==> src/rtl/maxpool_2x2_ctrl_if.sv <==
// Pixel-in / pooled-result-out stream bundle for the 2x2 max-pool block.
// slave is the pooling block; master is the surrounding producer/consumer.
interface maxpool_2x2_ctrl_if #(parameter int DATA_BITS = 8);
  logic                 in_valid;
  logic                 in_ready;
  logic [DATA_BITS-1:0] in_data;
  logic                 out_valid;
  logic                 out_ready;
  logic [DATA_BITS-1:0] out_data;

  modport slave (
    input  in_valid, in_data, out_ready,
    output in_ready, out_valid, out_data
  );

  modport master (
    output in_valid, in_data, out_ready,
    input  in_ready, out_valid, out_data
  );
endinterface

==> src/rtl/maxpool_2x2_ctrl.sv <==
// Streaming 2x2 / stride-2 signed max-pool over a row-major pixel stream.
// Even rows park horizontal pair maxima in a line buffer; odd rows finish the window.
module maxpool_2x2_ctrl #(
  parameter int DATA_BITS = 8,
  parameter int IN_W      = 28,
  parameter int IN_H      = 28
) (
  input  logic                  clk,
  input  logic                  rst,
  maxpool_2x2_ctrl_if.slave     s,
  output logic                  frame_done,
  output logic                  busy
);
  localparam int CW = (IN_W > 1) ? $clog2(IN_W) : 1;
  localparam int RW = (IN_H > 1) ? $clog2(IN_H) : 1;
  localparam int LD = IN_W / 2;
  localparam int LW = (IN_W > 2) ? $clog2(LD) : 1;

  typedef enum logic [1:0] {S_IDLE, S_EVEN, S_ODD, S_DRAIN} state_t;

  state_t                      state, nxt;
  logic [CW-1:0]               col;
  logic [RW-1:0]               row;
  logic [LW-1:0]               lidx;
  logic signed [DATA_BITS-1:0] din, hold, pmax, vmax;
  logic signed [DATA_BITS-1:0] lbuf [LD];
  logic                        acc, ohs, col_last, row_last, new_res;

  assign s.in_ready = !s.out_valid || s.out_ready;
  assign acc        = s.in_valid && s.in_ready;
  assign ohs        = s.out_valid && s.out_ready;
  assign col_last   = (col == CW'(IN_W - 1));
  assign row_last   = (row == RW'(IN_H - 1));
  assign lidx       = LW'(col >> 1);
  assign din        = $signed(s.in_data);
  assign pmax       = (hold > din) ? hold : din;
  assign vmax       = (lbuf[lidx] > pmax) ? lbuf[lidx] : pmax;
  assign new_res    = acc && col[0] && row[0];
  assign busy       = (state != S_IDLE);

  always_ff @(posedge clk or posedge rst) begin
    if (rst) begin
      col <= '0;
      row <= '0;
    end else if (acc) begin
      if (col_last) begin
        col <= '0;
        row <= row_last ? '0 : row + RW'(1);
      end else begin
        col <= col + CW'(1);
      end
    end
  end

  // Pair register and line buffer need no reset: each entry is written before use.
  always_ff @(posedge clk) begin
    if (acc && !col[0]) hold <= din;
    if (acc && col[0] && !row[0]) lbuf[lidx] <= pmax;
  end

  // A new result may land in the same cycle the previous one is taken.
  always_ff @(posedge clk or posedge rst) begin
    if (rst) begin
      s.out_valid <= 1'b0;
      s.out_data  <= '0;
      frame_done  <= 1'b0;
    end else begin
      frame_done <= acc && col_last && row_last;
      if (new_res) begin
        s.out_valid <= 1'b1;
        s.out_data  <= vmax;
      end else if (ohs) begin
        s.out_valid <= 1'b0;
      end
    end
  end

  always_ff @(posedge clk or posedge rst) begin
    if (rst) state <= S_IDLE;
    else     state <= nxt;
  end

  // In S_DRAIN out_valid is high, so any accept there coincides with the final handshake.
  always_comb begin
    nxt = state;
    case (state)
      S_IDLE:  if (acc) nxt = S_EVEN;
      S_EVEN:  if (acc && col_last) nxt = S_ODD;
      S_ODD:   if (acc && col_last) nxt = row_last ? S_DRAIN : S_EVEN;
      S_DRAIN: if (ohs) nxt = acc ? S_EVEN : S_IDLE;
      default: nxt = S_IDLE;
    endcase
  end
endmodule
==> src/flat_wrapper.sv <==
// flat-port wrapper written by rule: the top's interface ports become plain ports
module maxpool_2x2_ctrl_flat 
#(
  parameter int DATA_BITS = 8,
  parameter int IN_W      = 28,
  parameter int IN_H      = 28
)
  (clk, rst, frame_done, busy, s_in_valid, s_in_data, s_out_ready, s_in_ready, s_out_valid, s_out_data);
  maxpool_2x2_ctrl_if #(.DATA_BITS(DATA_BITS)) s_i ();
  input  logic clk;
  input  logic rst;
  output logic frame_done;
  output logic busy;
  input wire logic [$bits(s_i.in_valid)-1:0] s_in_valid;
  input wire logic [$bits(s_i.in_data)-1:0] s_in_data;
  input wire logic [$bits(s_i.out_ready)-1:0] s_out_ready;
  output wire logic [$bits(s_i.in_ready)-1:0] s_in_ready;
  output wire logic [$bits(s_i.out_valid)-1:0] s_out_valid;
  output wire logic [$bits(s_i.out_data)-1:0] s_out_data;
  assign s_i.in_valid = s_in_valid;
  assign s_i.in_data = s_in_data;
  assign s_i.out_ready = s_out_ready;
  assign s_in_ready = s_i.in_ready;
  assign s_out_valid = s_i.out_valid;
  assign s_out_data = s_i.out_data;
  maxpool_2x2_ctrl #(.DATA_BITS(DATA_BITS), .IN_W(IN_W), .IN_H(IN_H)) u_core (.clk(clk), .rst(rst), .s(s_i), .frame_done(frame_done), .busy(busy));
endmodule
==> config.mk <==
export PLATFORM = sky130hd
export DESIGN_NAME = maxpool_2x2_ctrl_flat
export DESIGN_NICKNAME = d
export VERILOG_FILES = /design/src/rtl/maxpool_2x2_ctrl_if.sv /design/src/rtl/maxpool_2x2_ctrl.sv /design/src/flat_wrapper.sv
export SDC_FILE = /design/constraint.sdc
export NUM_CORES = 1
export LEC_CHECK = 0
export BUFFER_PORTS_ARGS = -buffer_cell sky130_fd_sc_hd__buf_2
export CAP_MARGIN = 5
export CORE_MARGIN = 2
export CORE_UTILIZATION = 40
export DETAILED_ROUTE_END_ITERATION = 12
export GPL_ROUTABILITY_DRIVEN = 0
export GPL_TIMING_DRIVEN = 0
export PLACE_DENSITY = 0.52
export SLEW_MARGIN = 20
export SYNTH_ARGS = -nofsm -noshare
export SYNTH_HDL_FRONTEND = slang
export SYNTH_SLANG_ARGS = --single-unit
==> constraint.sdc <==
create_clock -name clk -period 7.25 [get_ports clk]
set_input_delay 0.725 -clock clk [delete_from_list [all_inputs] [get_ports clk]]
set_output_delay 0.725 -clock clk [all_outputs]
set_load 0.02 [all_outputs]
==> impl_metrics.env, run 1 <==
export IMPL_outcome="finished, final reports clean"
export IMPL_post_synth_cell_area_avg_um2=14.9
export IMPL_synthAdderAreaFrac_pct=3.60
export IMPL_yosysWarnings=0
export IMPL_clkSinkCount=142
export IMPL_setup_tns_ns=0
export IMPL_slew_headroom_pct=30.7
export IMPL_io_buffers=23
export IMPL_end_kind="register"
export IMPL_syn_inst=419
export IMPL_die_height_um=129
export IMPL_synth_edff_count=120
export IMPL_finalMaxSlewViolations=0
export IMPL_critPathArrivalTime_ns=4.63
export IMPL_cpPeakStageDelay_ns=0.67
export IMPL_fp_row_count=45
export IMPL_synthSimpleGateAreaFrac_pct=8.29
export IMPL_drt_pass1_iterations=4
export IMPL_power_density_nw_per_um2=381
export IMPL_p_leak_nw=2.68
export IMPL_grt_start_max_net_pins=23
export IMPL_syn_nets=449
export IMPL_synth_seq_area_share_pct=66.5
export IMPL_clockBufferDepth=2
export IMPL_root_buffer="clkbuf_16"
export IMPL_finalHoldViolations=0
export IMPL_max_freq_mhz=231
export IMPL_ys_seq_elements=142
export IMPL_skew_ns=0.0132
export IMPL_crit_path_start_kind="input pin"
export IMPL_cts_hold_buf=0
export IMPL_start_util_pct=41.0
export IMPL_ys_flop_type="edfxtp_1"
export IMPL_r2r_start="u_core.hold[5]"
export IMPL_clkTransAtPathRegs_ns=0.07
export IMPL_fp_coreArea_um2=15300
export IMPL_dp_hpwl_um=8980
export IMPL_wire_per_inst_um=19.4
export IMPL_antenna_found_initial=0
export IMPL_via_count=3573
export IMPL_vias_per_cell=5.22
export IMPL_utilization_pct=47.4
export IMPL_cts_max_level=4
export IMPL_crit_fanout=16
export IMPL_yosysTopAreaCell="edfxtp_1"
export IMPL_yosysUniqueCellTypes=44
export IMPL_place_area_um2=6630
export IMPL_critPathLaunch="s_in_data[5]"
export IMPL_cts_made_buffers=17
export IMPL_clk_latency_ns=0.43
export IMPL_cts_tree="done"
export IMPL_drv_cap=0
export IMPL_synth_cell_area_um2=6250
export IMPL_ant_nets=0
export IMPL_gr_total_overflow=0
export IMPL_hp_class="input pin to asynchronous set/reset pin"
export IMPL_detail_route_iter0_violations=293
export IMPL_io_pins=24
export IMPL_rsz0062_at_grt="no"
export IMPL_slowest_stage="mux2i_2"
export IMPL_nFillCells=1328
export IMPL_grt_pass1_wl_um=20800
export IMPL_synth_async_reset_ratio_pct=15.5
export IMPL_tightest_slew_ns=1.04
export IMPL_critPathRequiredTime_ns=7.55
export IMPL_vdd_drop_max_mv=0.202
export IMPL_postLayoutCellArea_um2=7230
export IMPL_synth_top_family_by_area="multiplexers"
export IMPL_final_min_clock_period_ns=4.32
export IMPL_synth_top_cells_by_area="edfxtp_1 58%, dfrtp_1 8.8%, mux4_1 5.5%"
export IMPL_wl_um=13300
export IMPL_die_x_um=129
export IMPL_netlist_area_leader_share_pct=57.7
export IMPL_layout_drive_gt1_share_pct=16.0
export IMPL_setup_viol=0
export IMPL_diodes=0
export IMPL_p_total_mw=2.75
export IMPL_finalCritPeriodShare_pct=59.6
export IMPL_drcViolationCount=0
export IMPL_first_global_vias=3597
export IMPL_dieArea_um2=16600
export IMPL_nets=491
export IMPL_synth_area_mux_share_pct=12.4
export IMPL_cp_cell_sequence="buf_2 -> inv_1 -> ha_1 -> a21oi_1 -> o21ai_1 -> a311oi_1 -> mux2i_2 -> mux2_2 -> inv_1 -> ha_1 -> nand4_1 -> o32ai_1 -> mux2i_1 -> and2_1 -> clkbuf_1 -> nor2_1 -> a221o_1"
export IMPL_synth_top_cells_by_count="120 x edfxtp_1, 35 x nand2_1, 26 x nor2_1"
export IMPL_post_cts_buffers=0
export IMPL_crit_type="input pin to register"
export IMPL_synth_most_common_cell="edfxtp_1"
export IMPL_grtUsageTotal_pct=17.5
export IMPL_synth_compound_area_share_pct=6.31
export IMPL_syn_to_final_growth_pct=15.7
export IMPL_synth_xor_area_share_pct=0
export IMPL_cts_resized=0
-- path summary, 6_finish.rpt --
check | to | slack (ns) | cells after the start
setup / recovery | u_core.s.out_data[5] | 2.93 | 17
hold / removal | u_core.col[3] | 0.46 | 2
setup reg to reg | u_core.s.out_data[5] | 2.96 | 15
hold reg to reg | u_core.s.out_data[1] | 0.51 | 2
max in group asynchronous | u_core.row[1] | 6.27 | 2
min in group clk | u_core.hold[5] | 0.50 | 1
-- stage by stage --
step / instances / hold WS, ns / setup slack, ns
floorplan: 419 / 0.472 / 3.20
global placement: 653 / 0.489 / 2.61
detailed placement: 653 / 0.494 / 2.50
CTS: 685 / 0.469 / 2.95
global route: 685 / 0.484 / 2.62
finish: 685 / 0.458 / 2.93
-- state kept, by name, indices dropped and copies added (netlist names) --
name,count
u_core.row,5
u_core.hold,8
u_core.state,2
u_core.frame_done,1
u_core.col,5
u_core.lbuf,112
u_core.s.out_data,8
u_core.s.out_valid,1
-- cells in the final DEF, fill, tap and decap left out, types with 9 or more instances in the layout --
cell and count:
mux2i_1 25, inv_1 21, mux4_1 13, nand3_1 15, dfrtp_1 22, nor2_1 26
nand2_1 35, clkbuf_1 12, o21ai_0 14, clkbuf_16 17, edfxtp_1 120, ha_1 18
buf_2 29, a21oi_1 9
-- routing by layer --
layer | global-route usage (%) | wire (um) | vias up
met5 | 0 | 0 | -
met3 | 5.20 | 403 | 11
met4 | 7.48 | 199 | 0
li1 | - | - | 1703
met1 | 23.5 | 6370 | 1786
met2 | 26.7 | 6320 | 73
-- critical path: cells and delay by family --
kind | cells | cell delay (ns)
and+or+nand+nor | 3 | 0.43
muxes | 3 | 1.36
AOI/OAI and AO/OA | 5 | 1.05
adders and majority gates | 2 | 0.61
buffers and inverters | 4 | 0.44
-- power breakdown --
| group | internal (mW) | switching [mW] |
|---|---|---|
| Sequential | 0.991 | 0.0308 |
| Combinational | 0.334 | 0.512 |
| Clock | 0.519 | 0.368 |
-- kinds of logic after synthesis --
logic type | after synthesis
flip-flops | 142
buffers and inverters | 42
multiplexers | 50
AO/OA/AOI/OAI | 58
adder cells (fa/ha/maj) | 18
AND/OR/NAND/NOR | 109
-- cell type report --
type                    instances  area, um2  area share, %
flip-flops and latches        142       4150           57.5
multi-input cells             235       1910           26.4
clock buffers                  17        425           5.88
well taps                     211        264           3.65
clock inverters                15        175           2.42
repair buffers                 23        115           1.59
plain buffers                  21        105           1.45
inverters                      21       78.8           1.09
No activity file was read; power rests on OpenSTA's default activity.
==> run 2, diff against run 1 <==
--- a/config.mk
+++ b/config.mk
@@ -5,6 +5,7 @@
 export SDC_FILE = /design/constraint.sdc
 export NUM_CORES = 1
 export LEC_CHECK = 0
+export ABC_AREA = 1
 export BUFFER_PORTS_ARGS = -buffer_cell sky130_fd_sc_hd__buf_2
 export CAP_MARGIN = 5
 export CORE_MARGIN = 2
==> constraint.sdc (replaced) <==
create_clock -name clk -period 4.5 [get_ports clk]
set_input_delay 0.45 -clock clk [delete_from_list [all_inputs] [get_ports clk]]
set_output_delay 0.45 -clock clk [all_outputs]
set_load 0.02 [all_outputs]
==> impl_metrics.env, run 2 <==
export IMPL_outcome="finished, final reports clean"
export IMPL_p_total_mw=5.25
export IMPL_finalMaxSlewViolations=0
export IMPL_dp_hpwl_um=11400
export IMPL_drv_cap=0
export IMPL_dpl_worst_slack_ns=0.362
export IMPL_critPathRequiredTime_ns=4.82
export IMPL_r2r_start="u_core.hold[5]"
export IMPL_final_min_clock_period_ns=3.91
export IMPL_finalHoldViolations=0
export IMPL_cts_max_level=4
export IMPL_synth_top_cells_by_count="342 x nand2_1, 120 x edfxtp_1, 56 x inv_1"
export IMPL_clkSinkCount=142
export IMPL_fp_coreArea_um2=16500
export IMPL_netlist_area_leader_share_pct=53.9
export IMPL_critPathArrivalTime_ns=4.23
export IMPL_grtUsageTotal_pct=20.1
export IMPL_worst_slack_ns=0.589
export IMPL_synth_edff_count=120
export IMPL_layout_common_cells="342 x nand2_1, 120 x edfxtp_1, 56 x inv_1, 51 x nor2_1, 35 x buf_2"
export IMPL_synth_cell_area_um2=6690
export IMPL_nFillCells=1642
export IMPL_r2r_slack_ns=0.59
export IMPL_yosysTopAreaCell="edfxtp_1"
export IMPL_hp_class="input pin to asynchronous set/reset pin"
export IMPL_gr_total_overflow=0
export IMPL_detail_route_iter0_violations=326
export IMPL_max_freq_mhz=256
export IMPL_cts_made_buffers=17
export IMPL_synth_seq_area_share_pct=62.1
export IMPL_io_buffers=23
export IMPL_clkTransAtPathRegs_ns=0.06
export IMPL_io_pins=24
export IMPL_synth_most_common_cell="nand2_1"
export IMPL_nets=787
export IMPL_wire_per_inst_um=16.8
export IMPL_yosysWarnings=0
export IMPL_vias_per_cell=4.86
export IMPL_rsz0062_at_grt="no"
export IMPL_vdd_drop_max_mv=0.370
export IMPL_first_global_vias=4904
export IMPL_p_leak_nw=3.48
export IMPL_start_util_pct=40.6
export IMPL_grt_start_max_net_pins=23
export IMPL_ant_nets=0
export IMPL_diodes=0
export IMPL_synth_top_cells_by_area="edfxtp_1 54%, nand2_1 19%, dfrtp_1 8.2%"
export IMPL_skew_ns=0.00596
export IMPL_tightest_slew_ns=0.830
export IMPL_ys_seq_elements=142
export IMPL_synth_async_reset_ratio_pct=15.5
export IMPL_rr_worst_depth=22
export IMPL_syn_nets=745
export IMPL_yosysUniqueCellTypes=29
export IMPL_cts_hold_buf=0
export IMPL_worstReg2RegEnd="u_core.s.out_data[1]"
export IMPL_die_height_um=133
export IMPL_post_synth_cell_area_avg_um2=9.36
export IMPL_power_density_nw_per_um2=684
export IMPL_wl_um=16600
export IMPL_final_common_cell="nand2_1"
export IMPL_crit_path_start_kind="register"
export IMPL_crit_type="register to register"
export IMPL_syn_inst=715
export IMPL_cts_tree="done"
export IMPL_drt_pass1_iterations=6
export IMPL_syn_to_final_growth_pct=14.6
export IMPL_via_count=4810
export IMPL_slew_headroom_pct=44.4
export IMPL_crit_fanout=15
export IMPL_finalCritPeriodShare_pct=86.9
export IMPL_ys_flop_type="edfxtp_1"
export IMPL_post_cts_buffers=0
export IMPL_layout_drive_gt1_share_pct=11.8
export IMPL_clockBufferDepth=2
export IMPL_setup_tns_ns=0
export IMPL_top_regs="u_core.lbuf: 112 flops, u_core.hold: 8 flops, u_core.s.out_data: 8 flops"
export IMPL_end_kind="register"
export IMPL_root_buffer="clkbuf_16"
export IMPL_drcViolationCount=0
export IMPL_setup_viol=0
export IMPL_clk_latency_ns=0.43
export IMPL_die_x_um=133
export IMPL_cts_resized=0
export IMPL_largest_register="u_core.lbuf"
export IMPL_grt_pass1_wl_um=26300
export IMPL_largest_register_ffs=112
export IMPL_dieArea_um2=17800
export IMPL_fp_row_count=47
export IMPL_antenna_found_initial=0
[run 2: critical path, cell delays in order, from the launching register on]
cell      delay (ns)
edfxtp_1        0.40
ha_1            0.31
a21oi_1         0.15
nor2_1          0.05
nor2_1          0.15
nand3_2         0.21
nand3_1         0.29
nand2_1         0.13
nand2_1         0.56
inv_1           0.10
ha_1            0.33
nand2_1         0.09
inv_1           0.04
nand2_1         0.05
nand2_1         0.04
nand2_1         0.05
nand2_1         0.04
nand2_1         0.05
nand2_1         0.17
nand2_1         0.28
nand3_1         0.16
nand2_1         0.08
nand2_1         0.05
[run 2: worst max path at each step]
| stage | startpoint | to | slack, ns | depth (start not counted) |
|---|---|---|---|---|
| final | u_core.hold[5] | u_core.s.out_data[1] | 0.59 | 22 |
| after global routing | u_core.hold[5] | u_core.s.out_data[1] | 0.05 | 22 |
| after CTS | u_core.hold[5] | u_core.s.out_data[0] | 0.52 | 22 |
| after detailed placement | s_in_data[5] | u_core.s.out_data[0] | 0.36 | 24 |
| after global placement | s_in_data[5] | u_core.s.out_data[3] | 0.46 | 24 |
| after floorplan | s_in_data[5] | u_core.s.out_data[0] | 1.37 | 23 |
[run 2: final cells by class]
| type | instances | area, um2 | area share, % |
|---|---|---|---|
| clock inverter | 15 | 146 | 1.91 |
| multi-input combinational | 493 | 2190 | 28.6 |
| buffer | 20 | 136 | 1.78 |
| sequential | 142 | 4150 | 54.2 |
| clock buffer | 17 | 425 | 5.55 |
| inverter | 60 | 225 | 2.94 |
| timing repair buffer | 23 | 115 | 1.50 |
| tap | 220 | 275 | 3.59 |
[run 2: cells by family after synthesis]
group	after synthesis	share of synthesized area, %
simple gates	447	26.7
flops	142	62.1
buf+inv	80	5.40
compound gates	28	2.41
fa+ha+maj	18	3.37
[run 2: power breakdown]
| part | switching [mW] | internal [mW] | leakage (nW) |
|---|---|---|---|
| registers | 0.0751 | 1.67 | 1.36 |
| logic | 1.50 | 0.633 | 1.85 |
| clock network | 0.560 | 0.811 | 0.268 |
| total | 2.13 | 3.12 | 3.48 |
[run 2: per-layer routing]
metal | vias to the layer above | wire length (um) | global-route usage, %
li1 | 2403 | - | -
met3 | 33 | 705 | 4.49
met1 | 2269 | 7410 | 25.4
met2 | 105 | 8040 | 33.5
met4 | 0 | 425 | 8.33
met5 | - | 0 | 0
[run 2: stage by stage]
stage | hold slack [ns] | area, um2 | instances | utilization (%)
2_1_floorplan | 0.439 | 6690 | 715 | -
3_3_place_gp | 0.461 | 7080 | 958 | 43.0
3_5_place_dp | 0.461 | 7100 | 958 | 43.1
4_1_cts | 0.207 | 7670 | 990 | 46.6
5_1_grt | 0.211 | 7670 | 990 | 46.6
6_report | 0.175 | 7670 | 990 | 46.6
